**config.mk**
```make
export PLATFORM = sky130hd
export DESIGN_NAME = multicycle_ctrl
export DESIGN_NICKNAME = d
export VERILOG_FILES = /design/src/rtl/multicycle_ctrl.sv
export SDC_FILE = /design/constraint.sdc
export NUM_CORES = 1
export LEC_CHECK = 0
export BUFFER_PORTS_ARGS = -buffer_cell sky130_fd_sc_hd__buf_2
export CAP_MARGIN = 20
export CORE_MARGIN = 5
export CORE_UTILIZATION = 45
export DETAILED_ROUTE_END_ITERATION = 6
export GPL_TIMING_DRIVEN = 0
export PLACE_DENSITY = 0.69
export SKIP_CTS_REPAIR_TIMING = 1
export SYNTH_ARGS = -nofsm -noshare
export SYNTH_HDL_FRONTEND = slang
export SYNTH_SLANG_ARGS = --single-unit
```
**constraint.sdc**
```tcl
create_clock -name clk -period 6.7 [get_ports clk]
set_input_delay 0.67 -clock clk [delete_from_list [all_inputs] [get_ports clk]]
set_output_delay 0.67 -clock clk [all_outputs]
set_load 0.03 [all_outputs]
```
**src/rtl/multicycle_ctrl.sv**
```systemverilog
// Multicycle CPU control unit.
// Moore FSM sequencing fetch, decode, memory, ALU and write-back steps for a
// small MIPS-like subset (add/sub/and/or/slt, lw, sw, beq, addi, j).
// Moore outputs are registered from the next state. A few strobes are
// combinational on top of that:
//   ir_we and pc_we on the FETCH ack,
//   pc_we from zero in BEQ,
//   illegal from the opcode in DECODE.
// A request timer guards every memory wait and parks the FSM in ERR on
// expiry.
//
//   state  | code | meaning
//   BOOT   |  14  | post-reset idle cycle, all outputs low
//   FETCH  |   0  | read instruction at PC, PC <= PC + 4 on ack
//   DECODE |   1  | branch target precompute, dispatch on opcode
//   MEMADR |   2  | effective address A + sign-extended imm
//   MEMRD  |   3  | load data read, wait for ack
//   MEMWB  |   4  | load data into rt
//   MEMWR  |   5  | store write, wait for ack
//   RTEX   |   6  | R-type ALU operation
//   RTWB   |   7  | R-type result into rd
//   BEQ    |   8  | compare A/B, PC <= target when equal
//   ADDIEX |   9  | A + sign-extended imm
//   ADDIWB |  10  | addi result into rt
//   JUMP   |  11  | PC <= jump address
//   ERR    |  15  | memory timeout, sticky until reset
module multicycle_ctrl #(
   parameter int TIMEOUT = 16
) (
   input  logic       clk,
   input  logic       rst_n,
   input  logic [5:0] opcode,
   input  logic [5:0] funct,
   input  logic       zero,
   input  logic       mem_ack,
   output logic       mem_req,
   output logic       mem_we,
   output logic       iord,
   output logic       ir_we,
   output logic       pc_we,
   output logic [1:0] pc_src,
   output logic       alu_src_a,
   output logic [1:0] alu_src_b,
   output logic [2:0] alu_op,
   output logic       reg_dst,
   output logic       reg_we,
   output logic       mem_to_reg,
   output logic       illegal,
   output logic       err,
   output logic [3:0] state
);

   localparam int CW = $clog2(TIMEOUT + 1);

   localparam logic [5:0] OP_RTYPE = 6'b000000;
   localparam logic [5:0] OP_LW    = 6'b100011;
   localparam logic [5:0] OP_SW    = 6'b101011;
   localparam logic [5:0] OP_BEQ   = 6'b000100;
   localparam logic [5:0] OP_ADDI  = 6'b001000;
   localparam logic [5:0] OP_J     = 6'b000010;

   localparam logic [5:0] FN_ADD = 6'b100000;
   localparam logic [5:0] FN_SUB = 6'b100010;
   localparam logic [5:0] FN_AND = 6'b100100;
   localparam logic [5:0] FN_OR  = 6'b100101;
   localparam logic [5:0] FN_SLT = 6'b101010;

   localparam logic [2:0] ALU_ADD = 3'b000;
   localparam logic [2:0] ALU_SUB = 3'b001;
   localparam logic [2:0] ALU_AND = 3'b010;
   localparam logic [2:0] ALU_OR  = 3'b011;
   localparam logic [2:0] ALU_SLT = 3'b100;

   typedef enum logic [3:0] {
      S_FETCH  = 4'd0,
      S_DECODE = 4'd1,
      S_MEMADR = 4'd2,
      S_MEMRD  = 4'd3,
      S_MEMWB  = 4'd4,
      S_MEMWR  = 4'd5,
      S_RTEX   = 4'd6,
      S_RTWB   = 4'd7,
      S_BEQ    = 4'd8,
      S_ADDIEX = 4'd9,
      S_ADDIWB = 4'd10,
      S_JUMP   = 4'd11,
      S_BOOT   = 4'd14,
      S_ERR    = 4'd15
   } state_t;

   typedef struct packed {
      logic       mem_req;
      logic       mem_we;
      logic       iord;
      logic       pc_we;
      logic [1:0] pc_src;
      logic       alu_src_a;
      logic [1:0] alu_src_b;
      logic [2:0] alu_op;
      logic       reg_dst;
      logic       reg_we;
      logic       mem_to_reg;
      logic       err;
   } outs_t;

   state_t        cur_st;
   state_t        state_nxt;
   outs_t         outs_q;
   logic [CW-1:0] tmo_cnt;
   logic          req_st;
   logic          tmo_hit;
   logic          instr_ok;

   function automatic logic funct_ok(input logic [5:0] f);
      return (f == FN_ADD) || (f == FN_SUB) || (f == FN_AND) ||
             (f == FN_OR)  || (f == FN_SLT);
   endfunction

   function automatic logic [2:0] funct_alu(input logic [5:0] f);
      logic [2:0] op;
      case (f)
         FN_SUB:  op = ALU_SUB;
         FN_AND:  op = ALU_AND;
         FN_OR:   op = ALU_OR;
         FN_SLT:  op = ALU_SLT;
         default: op = ALU_ADD;
      endcase
      return op;
   endfunction

   function automatic logic is_req(input state_t s);
      return (s == S_FETCH) || (s == S_MEMRD) || (s == S_MEMWR);
   endfunction

   // Moore output image of a state; f only matters for RTEX, and the
   // instruction register is stable by the DECODE -> RTEX edge.
   function automatic outs_t moore_outs(input state_t s, input logic [5:0] f);
      outs_t o;
      o = '0;
      case (s)
         S_FETCH: begin
            o.mem_req   = 1'b1;
            o.alu_src_b = 2'b01;
            o.alu_op    = ALU_ADD;
         end
         S_DECODE: begin
            o.alu_src_b = 2'b11;
            o.alu_op    = ALU_ADD;
         end
         S_MEMADR, S_ADDIEX: begin
            o.alu_src_a = 1'b1;
            o.alu_src_b = 2'b10;
            o.alu_op    = ALU_ADD;
         end
         S_MEMRD: begin
            o.mem_req = 1'b1;
            o.iord    = 1'b1;
         end
         S_MEMWB: begin
            o.reg_we     = 1'b1;
            o.mem_to_reg = 1'b1;
         end
         S_MEMWR: begin
            o.mem_req = 1'b1;
            o.mem_we  = 1'b1;
            o.iord    = 1'b1;
         end
         S_RTEX: begin
            o.alu_src_a = 1'b1;
            o.alu_src_b = 2'b00;
            o.alu_op    = funct_alu(f);
         end
         S_RTWB: begin
            o.reg_we  = 1'b1;
            o.reg_dst = 1'b1;
         end
         S_BEQ: begin
            o.alu_src_a = 1'b1;
            o.alu_src_b = 2'b00;
            o.alu_op    = ALU_SUB;
            o.pc_src    = 2'b01;
         end
         S_ADDIWB: begin
            o.reg_we = 1'b1;
         end
         S_JUMP: begin
            o.pc_src = 2'b10;
            o.pc_we  = 1'b1;
         end
         S_ERR: begin
            o.err = 1'b1;
         end
         default: o = '0;
      endcase
      return o;
   endfunction

   assign req_st  = is_req(cur_st);
   // Ack in the last allowed request cycle still completes the access.
   assign tmo_hit = req_st && !mem_ack && (tmo_cnt == CW'(TIMEOUT - 1));

   // Instruction legality for the DECODE dispatch and the illegal strobe.
   always_comb begin
      instr_ok = 1'b0;
      case (opcode)
         OP_RTYPE:                       instr_ok = funct_ok(funct);
         OP_LW, OP_SW, OP_BEQ, OP_ADDI, OP_J: instr_ok = 1'b1;
         default:                        instr_ok = 1'b0;
      endcase
   end

   // Next-state selection.
   always_comb begin
      state_nxt = cur_st;
      case (cur_st)
         S_BOOT:   state_nxt = S_FETCH;
         S_FETCH: begin
            if (mem_ack)      state_nxt = S_DECODE;
            else if (tmo_hit) state_nxt = S_ERR;
         end
         S_DECODE: begin
            if (!instr_ok) state_nxt = S_FETCH;
            else begin
               case (opcode)
                  OP_RTYPE:     state_nxt = S_RTEX;
                  OP_LW, OP_SW: state_nxt = S_MEMADR;
                  OP_BEQ:       state_nxt = S_BEQ;
                  OP_ADDI:      state_nxt = S_ADDIEX;
                  OP_J:         state_nxt = S_JUMP;
                  default:      state_nxt = S_FETCH;
               endcase
            end
         end
         S_MEMADR: state_nxt = (opcode == OP_LW) ? S_MEMRD : S_MEMWR;
         S_MEMRD: begin
            if (mem_ack)      state_nxt = S_MEMWB;
            else if (tmo_hit) state_nxt = S_ERR;
         end
         S_MEMWB:  state_nxt = S_FETCH;
         S_MEMWR: begin
            if (mem_ack)      state_nxt = S_FETCH;
            else if (tmo_hit) state_nxt = S_ERR;
         end
         S_RTEX:   state_nxt = S_RTWB;
         S_RTWB:   state_nxt = S_FETCH;
         S_BEQ:    state_nxt = S_FETCH;
         S_ADDIEX: state_nxt = S_ADDIWB;
         S_ADDIWB: state_nxt = S_FETCH;
         S_JUMP:   state_nxt = S_FETCH;
         S_ERR:    state_nxt = S_ERR;
         default:  state_nxt = S_BOOT;
      endcase
   end

   // State, registered Moore outputs and request timer.
   always_ff @(posedge clk or negedge rst_n) begin
      if (!rst_n) begin
         cur_st  <= S_BOOT;
         outs_q  <= '0;
         tmo_cnt <= '0;
      end else begin
         cur_st <= state_nxt;
         outs_q <= moore_outs(state_nxt, funct);
         if (is_req(state_nxt) && (state_nxt != cur_st))
            tmo_cnt <= '0;
         else if (req_st && !mem_ack)
            tmo_cnt <= tmo_cnt + 1'b1;
      end
   end

   assign mem_req    = outs_q.mem_req;
   assign mem_we     = outs_q.mem_we;
   assign iord       = outs_q.iord;
   assign pc_src     = outs_q.pc_src;
   assign alu_src_a  = outs_q.alu_src_a;
   assign alu_src_b  = outs_q.alu_src_b;
   assign alu_op     = outs_q.alu_op;
   assign reg_dst    = outs_q.reg_dst;
   assign reg_we     = outs_q.reg_we;
   assign mem_to_reg = outs_q.mem_to_reg;
   assign err        = outs_q.err;
   assign state      = cur_st;

   assign ir_we   = (cur_st == S_FETCH) && mem_ack;
   assign pc_we   = outs_q.pc_we || ir_we || ((cur_st == S_BEQ) && zero);
   assign illegal = (cur_st == S_DECODE) && !instr_ok;

endmodule

```
## Word level (Yosys, flattened, before mapping)

Cells that the tools add are included.

- Output and inout port bits: 22
- Flip-flop bits (word level): 25
- Word-level logic and storage cells: 105
- Input port bits: 16

- Reductions and logical operators: 30
- Add/subtract/negate cells: 1
- Equality and inequality tests: 37
- Multiplexer cells: 23

Operators by type and width:

| cell | count |
|---|---|
| $eq 4x4->1 const B | 11 |
| $eq 6x6->1 const B | 7 |
| $pmux 4 s9 | 1 |
| $eq 4x3->1 const B | 8 |
| $pmux 5 s5 | 1 |
| $mux 4 | 5 |
| $pmux 4 s5 | 1 |
| $eq 4x2->1 const B | 4 |
| $pmux 3 s4 | 1 |
| $logic_or 1x1->1 | 10 |
| $mux 5 | 2 |
| $mux 1 | 9 |
| $eq 4x1->1 const B | 2 |
| $logic_not 4->1 | 2 |
| $eq 6x2->1 const B | 1 |
| $eq 6x3->1 const B | 1 |
| $eq 6x4->1 const B | 1 |
| $logic_and 1x1->1 | 6 |
| $logic_not 6->1 | 1 |
| $reduce_or 2->1 | 3 |
| $reduce_or 3->1 | 2 |
| $reduce_or 6->1 | 1 |
| $add 5x1->5 const B | 1 |
| $eq 5x4->1 const B | 1 |
| 8 further kinds | 9 |

## Longest topological paths before layout

Gate-level depths: netlist of the first run.

- Depth in word-level cells: 13
- Gate-level depth with buffers: 11
- Gate-level depth less buffers: 11

## Least setup slack after synthesis of the first run

OpenSTA, ideal clock, no wires.

- Path kind: register to register
- From: register tmo_cnt[0]
- To: register tmo_cnt[0]
- Clock period less this slack: 2698 ps
- Setup time: 125 ps
- Arrival: 2572 ps
- Slack: 4002 ps
- Path buffers: 0
- Stages on the path, launching flop included: 11
- Required time: 6575 ps
- Cells stage by stage: dfrtp_1 -> ha_1 -> and3_1 -> ha_1 -> or2_1 -> a31o_1 -> a211oi_2 -> o21ai_4 -> or4_4 -> a22oi_4 -> nor2_1

- Longest elaborated chain between the ends: 10
- Elaborated cells between the ends (all ways): 18
- Those cells by class: 1 x add/sub; 4 x eq/ne; 7 x mux; 6 x reduce/logical

Ends and longest elaborated chain:

| element | RTL line | RTL |
|---|---|---|
| start: declaration | 109 | `logic [CW-1:0] tmo_cnt;` |
| start signal: assignment | 267 | `tmo_cnt <= tmo_cnt + 1'b1;` |
| $eq 5x4->1 * | 200 | `assign tmo_hit = req_st && !mem_ack && (tmo_cnt == CW'(TIMEOUT - 1));` |
| $logic_and 1x1->1 * | 200 |  |
| $mux 4 * | 219, 237, 242 |  |
| $mux 4, on equally long branches | 241, 218, 236 |  |
| $pmux 4 s9 * | 215 | `case (cur_st)` |
| via state_nxt[2] | 107 | `state_t state_nxt;` |
| $eq 4x2->1 / $logic_not 4->1 (equally long branches) | 132 | `return (s == S_FETCH) \|\| (s == S_MEMRD) \|\| (s == S_MEMWR);` |
| $logic_or 1x1->1 (2 in a row) | 132 |  |
| $logic_and 1x1->1 * | 264 | `if (is_req(state_nxt) && (state_nxt != cur_st))` |
| $mux 5 / $reduce_bool 2->1 (equally long branches) | - |  |

The timed path passes the listed nets; every way through them passes the cells marked *. The select of a mux whose other input is x is not followed.
A chain may end at the register's enable or synchronous reset.

## Final worst setup path of the first run

- From: register tmo_cnt[0]
- To: register tmo_cnt[1]

Same word-level chain as after synthesis.

==> metrics, run 1 <==
outcome=finished, final reports clean; most frequent cell after synthesis=dfrtp_1; Reg power frac=0.420; routed wl met2=1810 um; drt pass-1 iters=4; WL final=3470 um; most frequent CP cell=ha_1; Max Slew Vio Count=0; global-route wire length before repair=6220 um; final hold violations=0; worst-path cell chain=ha_1 -> and3_1 -> ha_1 -> or3b_1 -> a21oi_1 -> o21ai_1 -> o2111a_1 -> inv_1 -> or4_4 -> a22oi_4 -> nor2_1; post-synth net total=185; sequential area share after synthesis=0.395; largest cells by area after synthesis=dfrtp_1, dfstp_2, buf_4, nor2_1, nand2_1; Top Metal Used=met4; CTS root buf=clkbuf_4; delay-heaviest family, CP=simple AND/OR/NAND/NOR gates; Max Buffers Root-to-Sink=2; Post-synth EDFFs=0; critical path data required time=6910 ps; Area Overhead vs Synth=16.8%; Routed WL per cell=13.7 um; antenna diode count=0; Worst Setup Start Kind=flop; die height=69.5 um; Worst-path clk slew=130 ps; Remaining DRCs=0; NetSw=0.000170 W; number of port buffers=36; Yosys cell types=55; # nets final=226; CP Max Fanout=8; synth warn=0; cell-internal power=0.000269 W; clk sinks=25; Synth top area share=0.345; worst slew pin tran=599 ps; CTS Buf Count=3; switching share of power=0.387; Worst Skew=6.03 ps; WP buf/inv=1; RSZ-0062 raised after global routing=no; fill cell count=328; wl on met1=1280 um; Clock Power Share=0.150; layout cell share with drive strength beyond 1=0.353; Power Density=236 mW/mm2; Die Span X=69.5 um; Syn Inst Count=167; DIE AREA=0.00484 mm2; Synth area leader=dfrtp_1; antenna-violating nets left=0; predominant post-synthesis flop cell=dfrtp_1; Final Wtd Congestion=1.00; largest net degree at the start of global routing=26; Final Cycle Share=0.454; Min-Delay Path Class=primary input to asynchronous set/reset pin; Slowest cell on crit path=or4_4; Comb pwr share=0.430; Crit Path Class=flop to flop; Peak VDD IR=0.000131 V; #FFs+latches synth=25; starting DRC count in detailed routing=52; final HPWL from detailed placement=2800 um; final setup fails=0; Post-synth ARST share=1.00; Setup TNS=0 ps; top post-synthesis cells by count=dfrtp_1, nor2_1, nand2_1; max_slew headroom=0.598; syn_area_per_cell=9.55 um2; antenna violations before repair=0; clk_lat worst skew=320 ps; number of flip-flops under the largest register name=5; # rows=21; gr usage total=0.154; Largest Register=tmo_cnt; htree depth=1; f_max=0.328 GHz; vias in the first global route=1350; met3 routed WL=321 um; grt ovf=0; Max Cap Violations=0; CTS tree=yes; CP max stage delay=590 ps; starting density of the core=0.471; P_leak=0.915 nW; Pwr Total=0.000439 W; CP Capture Type=flop; fin crit period=3040 ps; Std-Cell Core Area=0.00339 mm2; WP data arrival=3250 ps; hold_ws=308 ps; synthesized area=0.00160 mm2; # IOs=38; via/cell ratio=5.43; Vias=1375
-- routing by layer --
metal	vias to the layer above	GRT usage
li1	672	-
met1	637	0.185
met2	58	0.266
met3	8	0.0536
met4	0	0.0325
met5	-	0
-- stage by stage --
step | instance area, um2 | util | instances | setup WS (ps)
6_report | 1860 | 0.550 | 253 | 3660
3_3_place_gp | 1830 | 0.541 | 249 | 3750
4_1_cts | 1860 | 0.550 | 253 | 3640
2_1_floorplan | 1600 | - | 167 | 4000
3_5_place_dp | 1830 | 0.541 | 249 | 3670
5_1_grt | 1860 | 0.550 | 253 | 3410
-- layout by cell type (no fill, tap or decap), types with 3 or more instances in the layout --
cell and n:
and3_1 5, clkbuf_4 3, nor2_1 16, nand2b_1 4, dfrtp_1 22, nand2_1 14, a21oi_1 6, inv_1 5
or3_1 4, nor2b_1 3, and2_1 3, nand3_1 3, buf_2 38, mux2i_1 4, nor3_1 10, nor4b_1 3
o21ai_1 3, buf_4 9, xnor2_1 3, inv_2 3, dfstp_2 3, xor2_1 3
-- cells by family (layout without fill, tap and decap cells) --
kind of cell	count (synthesis)	after routing	share of synthesized area
fa+ha+maj	2	2	0.0157
xor+xnor	6	6	0.0329
buf+inv	21	61	0.0816
mux	4	4	0.0251
flops	25	25	0.395
compound gates	32	32	0.176
simple gates	77	77	0.274
-- area by class of cell --
type | instances | area (um2) | share of cell area
timing repair buffer | 36 | 180 | 0.0967
multi-input combinational | 121 | 836 | 0.449
inverter | 8 | 30.0 | 0.0161
sequential | 25 | 629 | 0.338
buffer | 13 | 100 | 0.0537
clock buffer | 3 | 22.5 | 0.0121
clock inverter | 1 | 7.51 | 0.00403
tap | 46 | 57.6 | 0.0309
-- power by group through the flow --
stage,sequential (W),combinational (W),clock [W]
finish,0.000185,0.000189,0.0000659
global route,0.000187,0.000207,0.0000787
CTS,0.000185,0.000191,0.0000690
detailed placement,0.000188,0.000191,0
global placement,0.000186,0.000184,0
floorplan,0.000200,0.000128,0
-- worst paths after layout --
path / start / slack (ps) / end / cells past startpoint
worst max-delay path: tmo_cnt[0]$_DFFE_PN0P_ / 3660 / tmo_cnt[1]$_DFFE_PN0P_ / 11
worst min-delay path: rst_n / 310 / alu_op[2]$_DFF_PN0_ / 1
worst max register to register: tmo_cnt[0]$_DFFE_PN0P_ / 3660 / tmo_cnt[1]$_DFFE_PN0P_ / 11
worst min register to register: tmo_cnt[3]$_DFFE_PN0P_ / 570 / tmo_cnt[3]$_DFFE_PN0P_ / 2
max in group asynchronous: rst_n / 6020 / state[2]$_DFF_PN1_ / 1
min in group clk: funct[0] / 540 / alu_op[2]$_DFF_PN0_ / 2
Note: power is estimated with default switching activity, not from simulation.
==> run 2, diff against run 1 <==
- PLACE_DENSITY: 0.69 -> 0.72
- clock period: 6.7 -> 2.6 ns (I/O delays scaled with it)
==> run 2 against run 1 <==
Against the previous run: the flow now finishes with violations (negative setup slack); maximum frequency rose by 11%; clock-buffer cell count did not move; worst setup slack got worse by 3800 ps; design area rose by 4.6%; routed wire length rose by 6.6%; die area did not move; clock skew rose by 3.5 ps; largest cell class unchanged; highest routed layer unchanged.
==> metrics, run 2 (synthesis results as in run 1) <==
CTS tree=yes; gr usage total=0.153; CP Max Fanout=7; footprint of the multi-input gates=867 um2; Vias=1392; Power Density=606 mW/mm2; hold_ws=101 ps; largest net degree at the start of global routing=26; Max Cap Violations=0; max_slew headroom=0.637; die height=69.5 um; outcome=complete, but fails checks; Critical Path Source=tmo_cnt[1]$_DFFE_PN0P_; # nets final=233; Routed WL per cell=14.2 um; most frequent cells in the layout=buf_2, dfrtp_1, nor2_1; most common cell after layout, fill and taps aside=buf_2; worst slew pin tran=545 ps; starting DRC count in detailed routing=50; fill cell count=305; placed cell count=249; RR Startpoint=tmo_cnt[1]$_DFFE_PN0P_; drt pass-1 iters=4; Worst Setup Start Kind=flop; failing checks=negative setup slack; Final Cycle Share=1.05; via/cell ratio=5.35; non-filler cells, final=260; Core Util, Final=0.575; Max Slew Vio Count=0; RSZ-0062 raised after global routing=yes; critical path data required time=2830 ps; number of flip-flops under the largest register name=5; Max Buffers Root-to-Sink=2; Peak VDD IR=0.000389 V; placed cell areas=0.00185 mm2; Min-Delay Path Class=primary input to flop; CP Capture Type=flop; # rows=21; global-route wire length before repair=6250 um; clk_lat worst skew=330 ps; final HPWL from detailed placement=2800 um; CTS Buf Count=3; final worst slack=-141 ps; antenna diode count=0; Hold Crit Start=funct[0]; layout cell share with drive strength beyond 1=0.402; Worst-path clk slew=150 ps; htree depth=1; f_max=0.365 GHz; vias in the first global route=1378; Std-Cell Core Area=0.00339 mm2; grt ovf=0; final hold violations=0; WP data arrival=2970 ps; Die Span X=69.5 um; CTS root buf=clkbuf_4; antenna-violating nets left=0; WL final=3700 um; # IOs=38; Crit Path Class=flop to flop; P_leak=0.941 nW; DIE AREA=0.00484 mm2; Remaining DRCs=0; fin crit period=2740 ps; Setup TNS=-717 ps; number of port buffers=36; design area=0.00195 mm2; clk sinks=25; final setup fails=6; Final Wtd Congestion=0.859; Area Overhead vs Synth=22.2%; Largest Register=tmo_cnt; Worst Skew=9.56 ps; starting density of the core=0.471; register area=629 um2; antenna violations before repair=0
-- run 2: worst max-delay path, stage by stage (launching register included) --
cell	delay, ps
dfrtp_1	430
ha_2	190
and3_4	180
ha_4	160
or2_1	200
a31o_1	210
a211oi_2	300
o21ai_4	140
or4_4	520
a22oi_4	240
nor2_1	60
-- run 2: area by class of cell --
cell class / count / share of cell area
Buffer: 13 / 0.0513
Clock buffer: 3 / 0.0116
Clock inverter: 1 / 0.00385
Inverter: 8 / 0.0154
Multi-Input combinational cell: 121 / 0.445
Sequential cell: 25 / 0.323
Tap cell: 46 / 0.0295
Timing Repair Buffer: 43 / 0.121
-- run 2: layer usage --
layer | track usage | part of all wire | vias to the layer above
met2 | 0.270 | 0.51 | 56
li1 | - | - | 686
met3 | 0.0420 | 0.068 | 2
met1 | 0.181 | 0.42 | 648
met5 | 0 | 0 | -
met4 | 0.0412 | 0.0043 | 0
-- run 2: where the power goes --
part           switching, W  total (W)  leakage, nW  internal (W)
clock network      0.000126   0.000185       0.0139     0.0000589
registers         0.0000327   0.000473        0.324      0.000440
logic              0.000305   0.000524        0.603      0.000220
-- run 2: worst paths after layout --
| kind | end | slack, ps | cells past startpoint |
|---|---|---|---|
| setup reg to reg | tmo_cnt[2]$_DFFE_PN0P_ | -140 | 10 |
| hold reg to reg | tmo_cnt[3]$_DFFE_PN0P_ | 610 | 2 |
| min in group asynchronous | alu_op[2]$_DFF_PN0_ | 430 | 2 |
| max in group asynchronous | state[2]$_DFF_PN1_ | 1790 | 2 |
| setup / recovery | tmo_cnt[2]$_DFFE_PN0P_ | -140 | 10 |
| hold / removal | alu_op[2]$_DFF_PN0_ | 100 | 2 |
-- run 2: metrics by stage --
| step | setup WS (ps) | total power [W] |
|---|---|---|
| finish | -141 | 0.00118 |
| global route | -245 | 0.00126 |
| CTS | -274 | 0.00116 |
| detailed placement | -242 | 0.000979 |
| global placement | -203 | 0.000962 |
| floorplan | 7.93 | 0.000855 |
